$ cat src/rtl/min_max_pkg.sv
// Shared definitions for the min/max LED bar display.
// Contents:
//   com_t        display mode carried on com_i (RANGE, THERMO, OFF, ON)
//   leds_width   LED vector width for a given value width (2**valsize)
//   cnt_width    register width able to hold 0..n-1 (at least 1 bit)
package min_max_pkg;

   typedef enum logic [1:0] {
      RANGE  = 2'b00,
      THERMO = 2'b01,
      OFF    = 2'b10,
      ON     = 2'b11
   } com_t;

   function automatic int unsigned leds_width(input int unsigned valsize);
      return 32'd1 << valsize;
   endfunction

   function automatic int unsigned cnt_width(input int unsigned n);
      return (n > 1) ? $clog2(n) : 1;
   endfunction

endpackage

$ cat src/rtl/min_max_blink.sv
// Free-running blink generator: counts 0..BLINK_DIV-1 and toggles osc_o on
// every wrap, giving a square wave of period 2*BLINK_DIV clock cycles.
// Ports:
//   clk_i  clock, rising edge
//   rst_i  synchronous active-high reset (counter 0, osc_o 0)
//   osc_o  registered blink signal
module min_max_blink
   import min_max_pkg::*;
#(
   parameter int unsigned BLINK_DIV = 4
) (
   input  logic clk_i,
   input  logic rst_i,
   output logic osc_o
);

   localparam int unsigned   CW       = cnt_width(BLINK_DIV);
   localparam logic [CW-1:0] CNT_LAST = CW'(BLINK_DIV - 1);

   logic [CW-1:0] cnt;

   always_ff @(posedge clk_i) begin
      if (rst_i) begin
         cnt   <= '0;
         osc_o <= 1'b0;
      end else if (cnt == CNT_LAST) begin
         cnt   <= '0;
         osc_o <= ~osc_o;
      end else begin
         cnt <= cnt + CW'(1);
      end
   end

endmodule

$ cat src/rtl/min_max_seq.sv
// LED bar display of a sampled value with a decaying peak marker.
// Ports:
//   clk_i        clock, rising edge
//   rst_i        synchronous active-high reset
//   com_i        display mode (see min_max_pkg::com_t)
//   min_i/max_i  window bounds for RANGE mode
//   val_i        sample, captured when val_valid_i is high
//   val_valid_i  sample qualifier
//   leds_o       registered LED vector, 2**VALSIZE bits
//   peak_o       held peak value (decays one step every PEAK_HOLD cycles)
//   osc_o        blink signal used for the unlit part of the range bar
module min_max_seq
   import min_max_pkg::*;
#(
   parameter int unsigned VALSIZE   = 4,
   parameter int unsigned BLINK_DIV = 4,
   parameter int unsigned PEAK_HOLD = 8
) (
   input  logic                  clk_i,
   input  logic                  rst_i,
   input  logic [1:0]            com_i,
   input  logic [VALSIZE-1:0]    min_i,
   input  logic [VALSIZE-1:0]    max_i,
   input  logic [VALSIZE-1:0]    val_i,
   input  logic                  val_valid_i,
   output logic [2**VALSIZE-1:0] leds_o,
   output logic [VALSIZE-1:0]    peak_o,
   output logic                  osc_o
);

   localparam int unsigned   NLEDS     = leds_width(VALSIZE);
   localparam int unsigned   HW        = cnt_width(PEAK_HOLD);
   localparam logic [HW-1:0] HOLD_LAST = HW'(PEAK_HOLD - 1);

   logic [VALSIZE-1:0] val_q;
   logic [VALSIZE-1:0] peak_q;
   logic [HW-1:0]      hold;
   logic [NLEDS-1:0]   leds_d;
   logic               val_in;
   logic               peak_in;

   min_max_blink #(
      .BLINK_DIV(BLINK_DIV)
   ) u_blink (
      .clk_i(clk_i),
      .rst_i(rst_i),
      .osc_o(osc_o)
   );

   // A new sample at or above the peak wins over a coinciding decay step.
   // Decay never drops below the current sample, so peak_q >= val_q holds.
   always_ff @(posedge clk_i) begin
      if (rst_i) begin
         val_q  <= '0;
         peak_q <= '0;
         hold   <= HOLD_LAST;
         leds_o <= '0;
      end else begin
         leds_o <= leds_d;
         if (val_valid_i) begin
            val_q <= val_i;
         end
         if (val_valid_i && (val_i >= peak_q)) begin
            peak_q <= val_i;
            hold   <= HOLD_LAST;
         end else if (hold == '0) begin
            hold <= HOLD_LAST;
            if (peak_q > val_q) begin
               peak_q <= peak_q - VALSIZE'(1);
            end
         end else begin
            hold <= hold - HW'(1);
         end
      end
   end

   assign peak_o  = peak_q;
   assign val_in  = (val_q >= min_i) && (val_q <= max_i);
   assign peak_in = (peak_q >= min_i) && (peak_q <= max_i);

   always_comb begin
      leds_d = '0;
      unique case (com_t'(com_i))
         RANGE: begin
            // val_in already implies min_i <= max_i
            if (val_in) begin
               for (int unsigned i = 0; i < NLEDS; i++) begin
                  if ((i >= 32'(min_i)) && (i <= 32'(max_i))) begin
                     leds_d[VALSIZE'(i)] = (i <= 32'(val_q)) ? 1'b1 : osc_o;
                  end
               end
               if (peak_in) begin
                  leds_d[peak_q] = 1'b1;
               end
            end
         end
         THERMO: begin
            for (int unsigned i = 0; i < NLEDS; i++) begin
               leds_d[VALSIZE'(i)] = (i <= 32'(val_q));
            end
         end
         OFF:     leds_d = '0;
         ON:      leds_d = '1;
         default: leds_d = '0;
      endcase
   end

endmodule
$ cat config.mk
export PLATFORM = sky130hd
export DESIGN_NAME = min_max_seq
export DESIGN_NICKNAME = d
export VERILOG_FILES = /design/src/rtl/min_max_pkg.sv /design/src/rtl/min_max_blink.sv /design/src/rtl/min_max_seq.sv
export SDC_FILE = /design/constraint.sdc
export NUM_CORES = 1
export LEC_CHECK = 0
export CAP_MARGIN = 0
export CORE_ASPECT_RATIO = 0.75
export CORE_MARGIN = 2
export CORE_UTILIZATION = 53
export CTS_CLUSTER_DIAMETER = 200
export DETAILED_ROUTE_END_ITERATION = 10
export GPL_TIMING_DRIVEN = 0
export HOLD_SLACK_MARGIN = 0.03
export MAX_ROUTING_LAYER = met4
export PLACE_DENSITY = 0.8
export SYNTH_ARGS = -nofsm -noshare
export SYNTH_HDL_FRONTEND = slang
export SYNTH_SLANG_ARGS = --single-unit
$ cat constraint.sdc
create_clock -name clk_i -period 2.3 [get_ports clk_i]
set_input_delay 0.46 -clock clk_i [delete_from_list [all_inputs] [get_ports clk_i]]
set_output_delay 0.46 -clock clk_i [all_outputs]
set_load 0.01 [all_outputs]
### Word-level counts from Yosys, hierarchy flattened

Index checks and enable logic that the tools add are counted.

* register bits: 30
* bits of input ports: 17
* output and inout port bits: 21
* word-level logic and storage cells: 164

* $add $sub $neg: 3
* magnitude comparators: 53
* equality and inequality tests: 4
* multiplexer cells: 71
* bitwise logic cells: 2
* reduce and logical (&&, ||, !) cells: 25

Operators by type and width (number)
* less-or-equal comparator 4 bit, first input constant: 16
* 2-to-1 mux 1 bit: 64
* case mux 16 bit (4 select lines): 1
* less-or-equal comparator 3 x 4 -> 1 bit, first input constant: 8
* 2-to-1 mux 16 bit: 2
* >= comparator 4 bit, first input constant: 7
* logical AND 1 bit: 18
* >= comparator 3 x 4 -> 1 bit, first input constant: 4
* less-or-equal comparator 2 x 4 -> 1 bit, first input constant: 4
* bitwise OR 16 bit: 1
* >= comparator 4 bit: 3
* 2-to-1 mux 4 bit: 3
* >= comparator 1 x 4 -> 1 bit, first input constant: 2
* >= comparator 2 x 4 -> 1 bit, first input constant: 2
* less-or-equal comparator 1 x 4 -> 1 bit, first input constant: 2
* less-or-equal comparator 4 bit: 2
* equality test 2 bit, second input constant: 3
* < comparator 4 x 5 -> 1 bit, second input constant: 1
* demux 1 bit (select 4 bit): 1
* >= comparator 4 x 1 -> 1 bit, second input constant: 1
* > comparator 4 bit: 1
* nonzero test 2 bit: 2
* subtractor 4 x 1 -> 4 bit, second input constant: 1
* zero test 3 bit: 1
* 8 further kinds: 8

### Longest topological paths before layout

* depth after elaboration: 9
* mapped depth: 9
* mapped depth without buffers: 7

### By module

Synthesis repeated with hierarchy kept, for this count alone.

* cells, all modules: 272
* area, all modules: 2244.7 um^2

By module, submodules not included
* min_max_seq: instances 1, cells each 264, area an instance 2147.1 um^2, sequential area each 540.5 um^2
* min_max_blink: instances 1, cells each 8, area an instance 97.6 um^2, sequential area each 60.1 um^2

### Least setup slack after synthesis

OpenSTA, ideal clock, no wires.

* path type: input-to-reg
* from: input max_i[3]
* to: register leds_o[12]
* library setup time: 0.078 ns
* arrival time: 2.072 ns
* required time: 2.222 ns
* setup slack: 0.150 ns
* cell stages on the path: 9
* path buffers: 2
* path through: clkbuf_1 > inv_1 > ha_1 > nand3_1 > o221ai_2 > a211oi_4 > buf_6 > nand3_1 > a32oi_1

* word-level cells in the longest chain between the ends: 9
* elaborated cells on any way between the ends: 13
* classes of those cells: order compare (3); mux (6); bitwise (1); reduce/logical (3)

Ends and longest elaborated chain
* from (decl): line min_max_seq.sv:23 `input logic [VALSIZE-1:0] max_i,`
* less-or-equal comparator 4 bit: line min_max_seq.sv:88 `if ((i >= 32'(min_i)) && (i <= 32'(max_i))) begin`
* logical AND 1 bit: line min_max_seq.sv:88
* 2-to-1 mux 1 bit: line min_max_seq.sv:88
* 2-to-1 mux 1 bit: line min_max_seq.sv:86 `if (val_in) begin`
* 2-to-1 mux 1 bit: line min_max_seq.sv:83 `unique case (com_t'(com_i))`
* bitwise OR 16 bit (no source line)
* 2-to-1 mux 16 bit: line min_max_seq.sv:92 `if (peak_in) begin`
* 2-to-1 mux 16 bit *: line min_max_seq.sv:86
* case mux 16 bit (4 select lines) *: line min_max_seq.sv:83
* to (signal assigned): line min_max_seq.sv:59 `leds_o <= leds_d;`
* to (decl): line min_max_seq.sv:26 `output logic [2**VALSIZE-1:0] leds_o,`

Every way passes the cells marked *; elsewhere a longest branch is shown, timed or not. The select of a mux whose other input is x is not followed.
A chain may end at the register's enable or synchronous reset.

### Worst setup path in the final report

* from: input val_i[0]
* to: register peak_q[0], in the netlist peak_o[0]

* word-level cells in the longest chain between the ends: 4
* elaborated cells on any way between the ends: 6
* classes of those cells: order compare (1); mux (1); reduce/logical (4)

Ends and longest elaborated chain
* from (decl): line min_max_seq.sv:24 `input logic [VALSIZE-1:0] val_i,`
* >= comparator 4 bit: line min_max_seq.sv:63 `if (val_valid_i && (val_i >= peak_q)) begin`
* logical AND 1 bit: line min_max_seq.sv:63
* nonzero test 2 bit (no source line)
* AND reduction 2 bit (no source line)
* to (signal assigned): line min_max_seq.sv:64 `peak_q <= val_i;`
* to (signal assigned): line min_max_seq.sv:69 `peak_q <= peak_q - VALSIZE'(1);`
* to (decl): line min_max_seq.sv:36 `logic [VALSIZE-1:0] peak_q;`

Parallel ways exist; a longest one is shown, timed or not.

==> impl_results.md <==
* Buffers on Ports at 35
* Post-synth EDFFs at 0
* Slowest stage delay, CP at 0.54 ns
* Fin crit period at 2.21 ns
* Vias in the first global route at 2,052
* Adder-cell share of the synthesized area at 17.8%
* WL per Instance at 17.4 um
* Nets at 375
* Largest family of logic cells by synthesized area: compound AO/OA/AOI/OAI gates
* Main flop type after synthesis: dfxtp_1
* Die span in y at 60.4 um
* Fillcell total at 340
* Share of the synthesized area in the top cell type at 26.7%
* Register bit total from synthesis at 30
* Post-synthesis cell type count at 48
* Ys async rst share at 0%
* Clock share of power at 28.2%
* Buf+Inv Stages, Crit Path at 3
* Largest net degree at the start of global routing at 20
* Synth Net Count at 326
* Max-cap check violation count at 0
* Register Area at 604 um^2
* Post-DP Area at 2670 um^2
* XOR/XNOR Fraction of Synth Area at 0.778%
* Total leakage power at 1.20 nW
* Hpwl dp at 5010 um
* Maximum vdd drop at 0.429 mV
* Total GRT Usage at 29.1%
* Core Util, Final at 70.0%
* Synth Cell Area at 2250 um^2
* # diodes at 0
* Final wirelength at 6640 um
* CP Max Fanout at 7
* Global-route wire length before repair at 10,200 um
* Data required, critical path at 2.49 ns
* Cells along the critical path: clkdlybuf4s50_1, inv_1, ha_1, nor3b_1, o21ai_0, o211ai_1, buf_4, nor2_1, a211oi_1
* Starting DRT DRC Count at 255
* CP top delay family: buffers and inverters
* Crit Path Class: in2reg
* Most frequent cell after synthesis: ha_1
* Hold Vio Cnt, Final at 0
* Synthesis-to-layout area growth at 26.1%
* CP Capture Type: flip-flop
* Synth Area per Inst at 8.13 um^2
* Post-synth top cells: ha_1, dfxtp_1, nor2_1
* Switch share at 34.0%
* Slowest CP cell: clkdlybuf4s50_1
* CTS tree: yes
* Critical Path Source Type: input pin
* Core Region at 4050 um^2
* Reg power frac at 38.2%
* Post-synthesis simple-gate area fraction at 16.3%
* Initial Utilization at 55.5%
* Synth area leader: dfxtp_1
* ANT nets after route at 0
* Cts-stage hold buffer count at 0
* Cells after Synth at 277
* Outcome: finished clean
* Top cells by area, synth: dfxtp_1, ha_1, a31oi_1, nor2_1, o21ai_0
* Vias per inst at 6.29
* Register area share after synthesis at 26.7%
* Root Driver: clkbuf_8
* Layout Skew at 0.00715 ns
* Rel. slew slack at 50.7%
* YS warnings at 0
* Comb power frac at 33.6%
* Num CTS Buffers at 5
* Clock Path Buffers at 2
* Tcrit/Tclk final at 96.2%
* CTS H-tree lvls at 2
* Tightest Hold Check Type: reg2reg
* DRT Pass-1 Iters at 5
* Finished Cell Area at 2840 um^2
* Chip width at 79.3 um
* Cell Rows at 20
* Cell internal pwr at 1.03 mW
* Boundary Pins at 38
* Power per cell area at 550 nW/um^2
* Grt total ovfl at 0
* Arrival time at the worst endpoint at 2.40 ns
* Mux contribution to synthesized area at 2.28%
* Clk sinks at 30
* Compound-Gate Fraction of Synth Area at 29.4%
* Initial antenna violation count at 0
* Clock Latency Late Sink at 0.29 ns
* Layout cells sized above 1 at 13.1%
* Worst-path clk slew at 0.06 ns
* Area occupied by multi-input gates at 1510 um^2
* Worst-Margin Slew at 0.721 ns
* Setup total negative slack at 0 ns
* Placer congestion estimate at 0.972
* Routed via count at 2,404
* Total power at 1.56 mW
* Number of remaining DRC errors at 0
* Max-slew violations at 0
* Final setup fails at 0
* Net Sw Power at 0.530 mW
* F_max at 452 MHz
* Full die area at 4790 um^2
==> worst register-to-register path, cell delays in order, from the launching register on <==
cell,delay [ns]
dfxtp_1,0.39
buf_4,0.25
inv_1,0.12
ha_1,0.31
o21ai_0,0.08
a21oi_1,0.17
o211ai_2,0.15
buf_4,0.17
nand3b_1,0.15
a311oi_1,0.31
==> state kept, by name, indices dropped and copies added, names as in the netlist <==
register / cells
hold: 3
leds_o: 16
peak_o: 4
u_blink.cnt: 2
u_blink.osc_o: 1
val_q: 4
==> per-layer routing <==
| layer | vias up | GRT usage, % | wire length, um |
|---|---|---|---|
| met4 | 0 | 8.13 | 142 |
| met5 | - | - | 0 |
| met3 | 17 | 5.51 | 650 |
| li1 | 1129 | - | - |
| met1 | 1100 | 39.0 | 2950 |
| met2 | 158 | 45.5 | 2890 |
==> power groups by stage <==
stage          clock network [mW]  logic [mW]  registers, mW
6_report                    0.440       0.524          0.597
5_1_grt                     0.457       0.575          0.601
4_1_cts                     0.439       0.496          0.595
3_5_place_dp                    0       0.488          0.606
3_3_place_gp                    0       0.477          0.604
2_1_floorplan                   0       0.312          0.606
==> cell families (layout without fill, tap and decap cells) <==
family | after synthesis | in the layout
adder cells (fa/ha/maj) | 32 | 32
flip-flops | 30 | 30
XOR/XNOR | 2 | 2
AND/OR/NAND/NOR | 75 | 75
AO/OA/AOI/OAI | 96 | 96
multiplexers | 5 | 5
buffers and inverters | 37 | 87
==> timing repair <==
| action | CTS | global route |
|---|---|---|
| cloned | 0 | 0 |
| endpoints found under the setup margin | 20 | 19 |
| gates resized for setup | 9 | 11 |
| setup buffers | 2 | 6 |
| pin swaps | 1 | 2 |
==> final timing paths <==
| check | startpoint | to | slack, ns | cells after the start |
|---|---|---|---|---|
| min reg2reg | hold[0] | hold[0] | 0.39 | 1 |
| max | val_i[0] | peak_o[0] | 0.09 | 9 |
| max reg2reg | val_q[2] | peak_o[3] | 0.10 | 9 |
| min | hold[0] | hold[0] | 0.39 | 1 |
==> cell usage in the layout (no fill, tap or decap), types with 3 or more instances in the layout <==
cell type	instances
ha_1	32
clkdlybuf4s50_1	29
nor2_1	28
dfxtp_1	27
o21ai_0	20
inv_1	19
a31oi_1	19
a21oi_1	13
o22ai_1	12
nor3_1	11
nand2_1	11
buf_4	9
clkbuf_8	6
clkbuf_1	5
buf_2	4
inv_2	4
nand2b_1	4
nand3_1	4
a211oi_1	4
mux2i_1	4
or2_2	4
dlygate4sd2_1	4
nor3b_1	3
a2111oi_0	3
nor4_1	3
dfxtp_2	3
==> layout make-up <==
type	instances	share of cell area, %
clock buffer	7	3.04
clock inverter	1	0.176
multi-input combinational	210	53.2
tap	55	2.43
inverter	23	3.04
timing repair buffer	43	14.5
buffer	13	2.38
sequential	30	21.3
==> per-stage QoR <==
stage / std cells / hold WS [ns] / setup WS [ns]
6_report: 382 / 0.389 / 0.0867
5_1_grt: 382 / 0.413 / -0.0129
4_1_cts: 376 / 0.392 / 0.0128
3_5_place_dp: 367 / 0.379 / -0.626
3_3_place_gp: 367 / 0.366 / -0.551
2_1_floorplan: 277 / 0.358 / 0.150
Note: power is estimated with default switching activity, not from simulation.
